--- src/rtl/simon_pkg.sv ---
// Shared types for the Simon Says game sequencer.
// Contents:
//   state_t    - top-level sequencer states
//   sym_t      - 2-bit pattern symbol
//   sym_onehot - maps a symbol to its one-hot LED / switch code
package simon_pkg;

    typedef enum logic [2:0] {
        ST_IDLE,
        ST_ADD,
        ST_SHOW_ON,
        ST_SHOW_OFF,
        ST_WAIT_IN,
        ST_LOSE,
        ST_WIN
    } state_t;

    typedef logic [1:0] sym_t;

    function automatic logic [3:0] sym_onehot(input sym_t s);
        logic [3:0] w_base;
        w_base = 4'b0001;
        return w_base << s;
    endfunction

endpackage

--- src/rtl/simon_game_ctrl_if.sv ---
// Player-facing signal bundle of the Simon sequencer.
// slave  (sequencer): start, in_sym, in_done in; input_en, show_led, level,
//                     busy, game_over, win out.
// master (board / input block side): the mirror image.
interface simon_game_ctrl_if #(
    parameter int MAX_LEVEL = 16
) ();
    localparam int LVL_W = $clog2(MAX_LEVEL + 1);

    logic             start;
    logic [3:0]       in_sym;
    logic             in_done;
    logic             input_en;
    logic [3:0]       show_led;
    logic [LVL_W-1:0] level;
    logic             busy;
    logic             game_over;
    logic             win;

    modport master (
        output start, in_sym, in_done,
        input  input_en, show_led, level, busy, game_over, win
    );

    modport slave (
        input  start, in_sym, in_done,
        output input_en, show_led, level, busy, game_over, win
    );
endinterface

--- src/rtl/simon_lfsr.sv ---
// Free-running 8-bit Fibonacci LFSR used as the pattern symbol source.
// Ports: clk, reset (sync, active-high, reloads SEED), out[7:0] state.
// SEED must be non-zero or the register sticks at zero.
module simon_lfsr #(
    parameter logic [7:0] SEED = 8'hA5
) (
    input  logic       clk,
    input  logic       reset,
    output logic [7:0] out
);
    always_ff @(posedge clk) begin
        if (reset) out <= SEED;
        else       out <= {out[6:0], out[7] ^ out[5] ^ out[4] ^ out[3]};
    end
endmodule

--- src/rtl/simon_game_ctrl.sv ---
// Simon Says top-level sequencer: grows a random pattern one symbol per
// round, plays it on four LEDs, then checks the player's entries.
// Ports: clk, reset (sync, active-high), bus (simon_game_ctrl_if.slave).
// All outputs decode registered state only.
//
// state    | meaning
// IDLE     | after reset, waiting for start
// ADD      | append one LFSR symbol to the pattern, level+1
// SHOW_ON  | LED for pattern[idx] lit for SHOW_CYCLES
// SHOW_OFF | dark gap for GAP_CYCLES, then next symbol or input
// WAIT_IN  | input enabled, check each entry against pattern[idx]
// LOSE     | wrong entry or timeout, waiting for start
// WIN      | MAX_LEVEL round completed, waiting for start
module simon_game_ctrl
    import simon_pkg::*;
#(
    parameter int         MAX_LEVEL      = 16,
    parameter int         SHOW_CYCLES    = 25_000_000,
    parameter int         GAP_CYCLES     = 12_500_000,
    parameter int         TIMEOUT_CYCLES = 250_000_000,
    parameter logic [7:0] SEED           = 8'hA5
) (
    input  logic              clk,
    input  logic              reset,
    simon_game_ctrl_if.slave  bus
);
    localparam int LVL_W  = $clog2(MAX_LEVEL + 1);
    localparam int IDX_W  = (MAX_LEVEL > 1) ? $clog2(MAX_LEVEL) : 1;
    localparam int T_MAX0 = (SHOW_CYCLES > GAP_CYCLES) ? SHOW_CYCLES : GAP_CYCLES;
    localparam int T_MAX  = (T_MAX0 > TIMEOUT_CYCLES) ? T_MAX0 : TIMEOUT_CYCLES;
    localparam int TMR_W  = (T_MAX > 1) ? $clog2(T_MAX) : 1;

    state_t           r_state, w_state_nxt;
    logic [LVL_W-1:0] r_level, w_level_nxt;
    logic [IDX_W-1:0] r_idx, w_idx_nxt;
    logic [TMR_W-1:0] r_timer, w_timer_nxt;
    logic             r_in_done_q;
    sym_t             r_mem [MAX_LEVEL];
    logic             w_mem_we;
    logic [7:0]       w_lfsr;
    logic             w_ev;
    logic             w_last;
    logic [3:0]       w_cur_oh;

    simon_lfsr #(.SEED(SEED)) u_lfsr (
        .clk   (clk),
        .reset (reset),
        .out   (w_lfsr)
    );

    assign w_ev     = bus.in_done & ~r_in_done_q;
    assign w_last   = (LVL_W'(r_idx) == r_level - 1'b1);
    assign w_cur_oh = sym_onehot(r_mem[r_idx]);

    always_ff @(posedge clk) begin
        if (reset) begin
            r_state     <= ST_IDLE;
            r_level     <= '0;
            r_idx       <= '0;
            r_timer     <= '0;
            r_in_done_q <= 1'b0;
        end else begin
            r_state     <= w_state_nxt;
            r_level     <= w_level_nxt;
            r_idx       <= w_idx_nxt;
            r_timer     <= w_timer_nxt;
            r_in_done_q <= bus.in_done;
        end
    end

    // Pattern storage is never cleared; ADD overwrites each slot before use.
    always_ff @(posedge clk) begin
        if (w_mem_we) r_mem[r_level[IDX_W-1:0]] <= w_lfsr[1:0];
    end

    always_comb begin
        w_state_nxt = r_state;
        w_level_nxt = r_level;
        w_idx_nxt   = r_idx;
        w_timer_nxt = r_timer;
        w_mem_we    = 1'b0;
        case (r_state)
            ST_IDLE, ST_LOSE, ST_WIN: begin
                if (bus.start) begin
                    w_state_nxt = ST_ADD;
                    w_level_nxt = '0;
                end
            end
            ST_ADD: begin
                w_mem_we    = 1'b1;
                w_level_nxt = r_level + 1'b1;
                w_idx_nxt   = '0;
                w_timer_nxt = '0;
                w_state_nxt = ST_SHOW_ON;
            end
            ST_SHOW_ON: begin
                if (r_timer == TMR_W'(SHOW_CYCLES - 1)) begin
                    w_timer_nxt = '0;
                    w_state_nxt = ST_SHOW_OFF;
                end else begin
                    w_timer_nxt = r_timer + 1'b1;
                end
            end
            ST_SHOW_OFF: begin
                if (r_timer == TMR_W'(GAP_CYCLES - 1)) begin
                    w_timer_nxt = '0;
                    if (w_last) begin
                        w_idx_nxt   = '0;
                        w_state_nxt = ST_WAIT_IN;
                    end else begin
                        w_idx_nxt   = r_idx + 1'b1;
                        w_state_nxt = ST_SHOW_ON;
                    end
                end else begin
                    w_timer_nxt = r_timer + 1'b1;
                end
            end
            ST_WAIT_IN: begin
                // An entry in the timeout cycle wins over the timeout.
                if (w_ev) begin
                    if (bus.in_sym == w_cur_oh) begin
                        if (w_last) begin
                            w_state_nxt = (r_level == LVL_W'(MAX_LEVEL)) ? ST_WIN : ST_ADD;
                        end else begin
                            w_idx_nxt   = r_idx + 1'b1;
                            w_timer_nxt = '0;
                        end
                    end else begin
                        w_state_nxt = ST_LOSE;
                    end
                end else if (r_timer == TMR_W'(TIMEOUT_CYCLES - 1)) begin
                    w_state_nxt = ST_LOSE;
                end else begin
                    w_timer_nxt = r_timer + 1'b1;
                end
            end
            default: w_state_nxt = ST_IDLE;
        endcase
    end

    assign bus.show_led  = (r_state == ST_SHOW_ON) ? w_cur_oh : 4'b0000;
    assign bus.input_en  = (r_state == ST_WAIT_IN);
    assign bus.level     = r_level;
    assign bus.busy      = (r_state != ST_IDLE) && (r_state != ST_LOSE) && (r_state != ST_WIN);
    assign bus.game_over = (r_state == ST_LOSE);
    assign bus.win       = (r_state == ST_WIN);
endmodule

--- src/flat_wrapper.sv ---
// flat-port wrapper written by rule: the top's interface ports become plain ports
module simon_game_ctrl_flat import simon_pkg::*;
#(
    parameter int         MAX_LEVEL      = 16,
    parameter int         SHOW_CYCLES    = 25_000_000,
    parameter int         GAP_CYCLES     = 12_500_000,
    parameter int         TIMEOUT_CYCLES = 250_000_000,
    parameter logic [7:0] SEED           = 8'hA5
)
  (clk, reset, bus_start, bus_in_sym, bus_in_done, bus_input_en, bus_show_led, bus_level, bus_busy, bus_game_over, bus_win);
  simon_game_ctrl_if #(.MAX_LEVEL(MAX_LEVEL)) bus_i ();
  input  logic clk;
  input  logic reset;
  input wire logic [$bits(bus_i.start)-1:0] bus_start;
  input wire logic [$bits(bus_i.in_sym)-1:0] bus_in_sym;
  input wire logic [$bits(bus_i.in_done)-1:0] bus_in_done;
  output wire logic [$bits(bus_i.input_en)-1:0] bus_input_en;
  output wire logic [$bits(bus_i.show_led)-1:0] bus_show_led;
  output wire logic [$bits(bus_i.level)-1:0] bus_level;
  output wire logic [$bits(bus_i.busy)-1:0] bus_busy;
  output wire logic [$bits(bus_i.game_over)-1:0] bus_game_over;
  output wire logic [$bits(bus_i.win)-1:0] bus_win;
  assign bus_i.start = bus_start;
  assign bus_i.in_sym = bus_in_sym;
  assign bus_i.in_done = bus_in_done;
  assign bus_input_en = bus_i.input_en;
  assign bus_show_led = bus_i.show_led;
  assign bus_level = bus_i.level;
  assign bus_busy = bus_i.busy;
  assign bus_game_over = bus_i.game_over;
  assign bus_win = bus_i.win;
  simon_game_ctrl #(.MAX_LEVEL(MAX_LEVEL), .SHOW_CYCLES(SHOW_CYCLES), .GAP_CYCLES(GAP_CYCLES), .TIMEOUT_CYCLES(TIMEOUT_CYCLES), .SEED(SEED)) u_core (.clk(clk), .reset(reset), .bus(bus_i));
endmodule
--- config.mk ---
export PLATFORM = sky130hd
export DESIGN_NAME = simon_game_ctrl_flat
export DESIGN_NICKNAME = d
export VERILOG_FILES = /design/src/rtl/simon_pkg.sv /design/src/rtl/simon_game_ctrl_if.sv /design/src/rtl/simon_lfsr.sv /design/src/rtl/simon_game_ctrl.sv /design/src/flat_wrapper.sv
export SDC_FILE = /design/constraint.sdc
export NUM_CORES = 1
export LEC_CHECK = 0
export BUFFER_PORTS_ARGS = -buffer_cell sky130_fd_sc_hd__buf_2
export CAP_MARGIN = 15
export CORE_ASPECT_RATIO = 1.75
export CORE_MARGIN = 4
export CORE_UTILIZATION = 50
export DETAILED_ROUTE_END_ITERATION = 8
export PLACE_DENSITY = 0.67
export SLEW_MARGIN = 20
export SYNTH_ARGS = -nofsm -noshare
export SYNTH_HDL_FRONTEND = slang
export SYNTH_SLANG_ARGS = --single-unit
--- constraint.sdc ---
create_clock -name clk -period 3.56 [get_ports clk]
set_input_delay 0.89 -clock clk [delete_from_list [all_inputs] [get_ports clk]]
set_output_delay 0.89 -clock clk [all_outputs]
set_load 0.005 [all_outputs]
==> flow_summary_export.csv <==
group,metric,value,unit
critical_path,cp.arrival,2.45,ns
synth,synth_area_leaders,"dfxtp_1 24%, edfxtp_1 22%, o211ai_2 3.9%",
min_path,hp-class,"register to register",
layout,n_antenna_cell,0,
timing,worst_slew_pin_slew,0.682,ns
cts,cts_buffers,9,
floorplanning,die_width,79.2,um
run_status,status,"finished clean",
placement,placedCellCount,577,
floorplanning,core.rowCount,45,
critical_path,critPathCaptureType,"output port",
cts,cts_resized,0,
layout,post-route-util,57.5,%
timing,max_freq,300,MHz
layout,drive_gt1_share,15.8,%
timing,holdWs,0.411,ns
timing,slew_headroom,54.2,%
timing,setup_viol,0,
critical_path,crit_buf_inv,1,
cts,hold_buffers,0,
detailed_routing,via_per_inst,6.02,
global_route,antenna_found_initial,0,
synth,ys_dominant_reg_cell,"dfxtp_1",
floorplanning,coreArea,0.00867,sq mm
detailed_routing,drtIter0Drc,268,
detailed_routing,route.detailed.drc,0,
timing,slew_violations,0,
synth,synth_edf_count,32,
timing,hold_violations,0,
detailed_routing,wl_per_cell,17.8,um
floorplanning,die_h,133,um
cts,cts_sinks,85,
detailed_routing,vias,3571,
global_route,grt_start_max_net_pins,25,
detailed_routing,dr.pass1.iters,5,
placement,port-buffer-count,20,
synth,synth.largest_area_cell,"dfxtp_1",
synth,synth_fp_nets,466,
global_route,grt_overflow,0,
synth,synthDominantCellAreaShare,23.9,%
placement,pre_cts_ws,0.352,ns
timing,finalSetupTns,0,ns
floorplanning,start_util,51.2,%
placement,dp_hpwl,7810,um
floorplanning,dieArea,0.0105,sq mm
pwr,ir_worst_vdd,0.386,mV
synth,yosysMostFrequentCell,"dfxtp_1",
timing,fin_skew,0.00318,ns
timing,rsz0062_at_grt,"false",
cts,clock_path_buffers,2,
placement,placed_area,0.00467,sq mm
layout,synthToLayoutAreaGrowth,12.3,%
pwr,power.density,589,mW/mm^2
global_route,grt_pass1_wl,17600,um
critical_path,path_class,"register to output port",
cts,post-cts-setup-buffer-count,0,
detailed_routing,wl,10600,um
global_route,grt_use_total,21.5,%
synth,seq_area_frac_synth,45.6,%
layout,finalNonFillerCells,593,
synth,postSynthAreaPerCell,9.84,sq um
pwr,leakagePower,1.73,nW
detailed_routing,antenna_left,0,
timing,fin_crit,3.34,ns
cts,clkTransAtPathRegs,0.06,ns
critical_path,required,2.67,ns
flow_run,cap_viol_max_count,0,
global_route,grt_pass1_vias,3560,
synth,synthCells,451,
floorplanning,ioPinCount,21,
cts,htreeDepth,3,
layout,fillers,808,
layout,finalNetCount,486,
critical_path,slowest_delay,0.67,ns
cts,root_buffer,"clkbuf_16",
critical_path,cp_cell_sequence,"mux4_1, mux2i_1, mux2_2, nand2_1, a21oi_1, buf_2",
placement,gp_congestion,0.882,
pwr,p_total,2.94,mW
synth,yosysUniqueCellTypes,65,
synth,synthArstFlopShare,0,%
critical_path,crit_path_start_kind,"register",
layout,stdcell_area,0.00498,sq mm
critical_path,critPathSlowestCell,"dfxtp_1",
critical_path,crit_path_max_fanout,12,
synth,netlist_area,0.00444,sq mm
timing,finalCritPeriodShare,93.8,%
critical_path,critPathTopFamily,"multiplexers",
synth,synth_seq_cells,85,
cts,cts_tree,"yes",
synth,yosysWarningCount,0,
cts,clkLatencyLatePin,0.34,ns
timing,fin_ws,0.222,ns
synth,synth_common_cells,"53 x dfxtp_1, 42 x nor2_1, 34 x nand2_1",
[cell type report]
type,count,area (sq um),area share (%)
well taps,117,146,2.94
flip-flops and latches,85,2020,40.6
multi-input cells,334,2260,45.5
clock inverters,6,87.6,1.76
inverters,10,37.5,0.753
repair buffers,31,195,3.92
clock buffers,10,229,4.60
[cells by family (layout without fill, tap and decap cells)]
group	Yosys count	count (layout)	synth area share, %
adder cells (fa/ha/maj)	7	7	1.97
buffers and inverters	32	57	3.61
flip-flops	85	85	45.6
AND/OR/NAND/NOR	199	199	23.9
AO/OA/AOI/OAI	96	96	16.7
multiplexers	20	20	5.92
XOR/XNOR	12	12	2.37
[placed cells by master, fill, tap and decap left out, drive strengths merged, types with 4 or more instances in the layout]
cell,Yosys,routed
or3,4,4
and2,10,10
nand2,34,34
mux4,4,4
nand4,14,14
dfxtp,53,53
inv,9,9
xor2,7,7
a31oi,9,9
clkinv,1,5
nor2,42,42
nor4,4,4
mux2i,15,15
nand2b,6,6
and3,8,8
edfxtp,32,32
xnor2,5,5
nand3,20,20
a21oi,20,20
nand4b,4,4
or2,4,4
nor2b,10,10
ha,7,7
buf,6,31
nor3,20,20
a211oi,4,4
o211ai,17,17
clkbuf,16,10
o31ai,11,11
o21ai,17,17
[metal layers]
metal	up-vias	part of all wire (%)	global-route usage [%]
li1	1738	-	-
met3	31	2.7	2.86
met2	85	57	40.2
met1	1717	36	22.2
met5	-	0	0
met4	0	4.3	12.3
[registers in the layout, indices dropped and copies added, names as in the netlist, named ones only]
signal / flops
u_core.r_mem: 32
u_core.r_timer: 28
u_core.u_lfsr.out: 8
u_core.bus.level: 5
u_core.r_idx: 4
u_core.r_state: 3
u_core.r_in_done_q: 1
[power by group]
group / internal, mW / switching, mW
Combinational: 0.291 / 0.510
Sequential: 1.07 / 0.0799
Clock: 0.614 / 0.375
Total: 1.97 / 0.965
[path summary, 6_finish.rpt]
| check | from | end | slack, ns | depth (start not counted) |
|---|---|---|---|---|
| worst max register to register | register | u_core.r_timer[1]$_SDFFE_PP0P_ | 0.34 | 8 |
| worst max-delay path | register | bus_show_led[2] | 0.22 | 6 |
| worst min-delay path | u_core.u_lfsr.out[6]$_SDFF_PP0_ | u_core.u_lfsr.out[7]$_SDFF_PP1_ | 0.41 | 1 |
| worst min register to register | u_core.u_lfsr.out[6]$_SDFF_PP0_ | u_core.u_lfsr.out[7]$_SDFF_PP1_ | 0.41 | 1 |
Power figures use the tool's default switching activity.
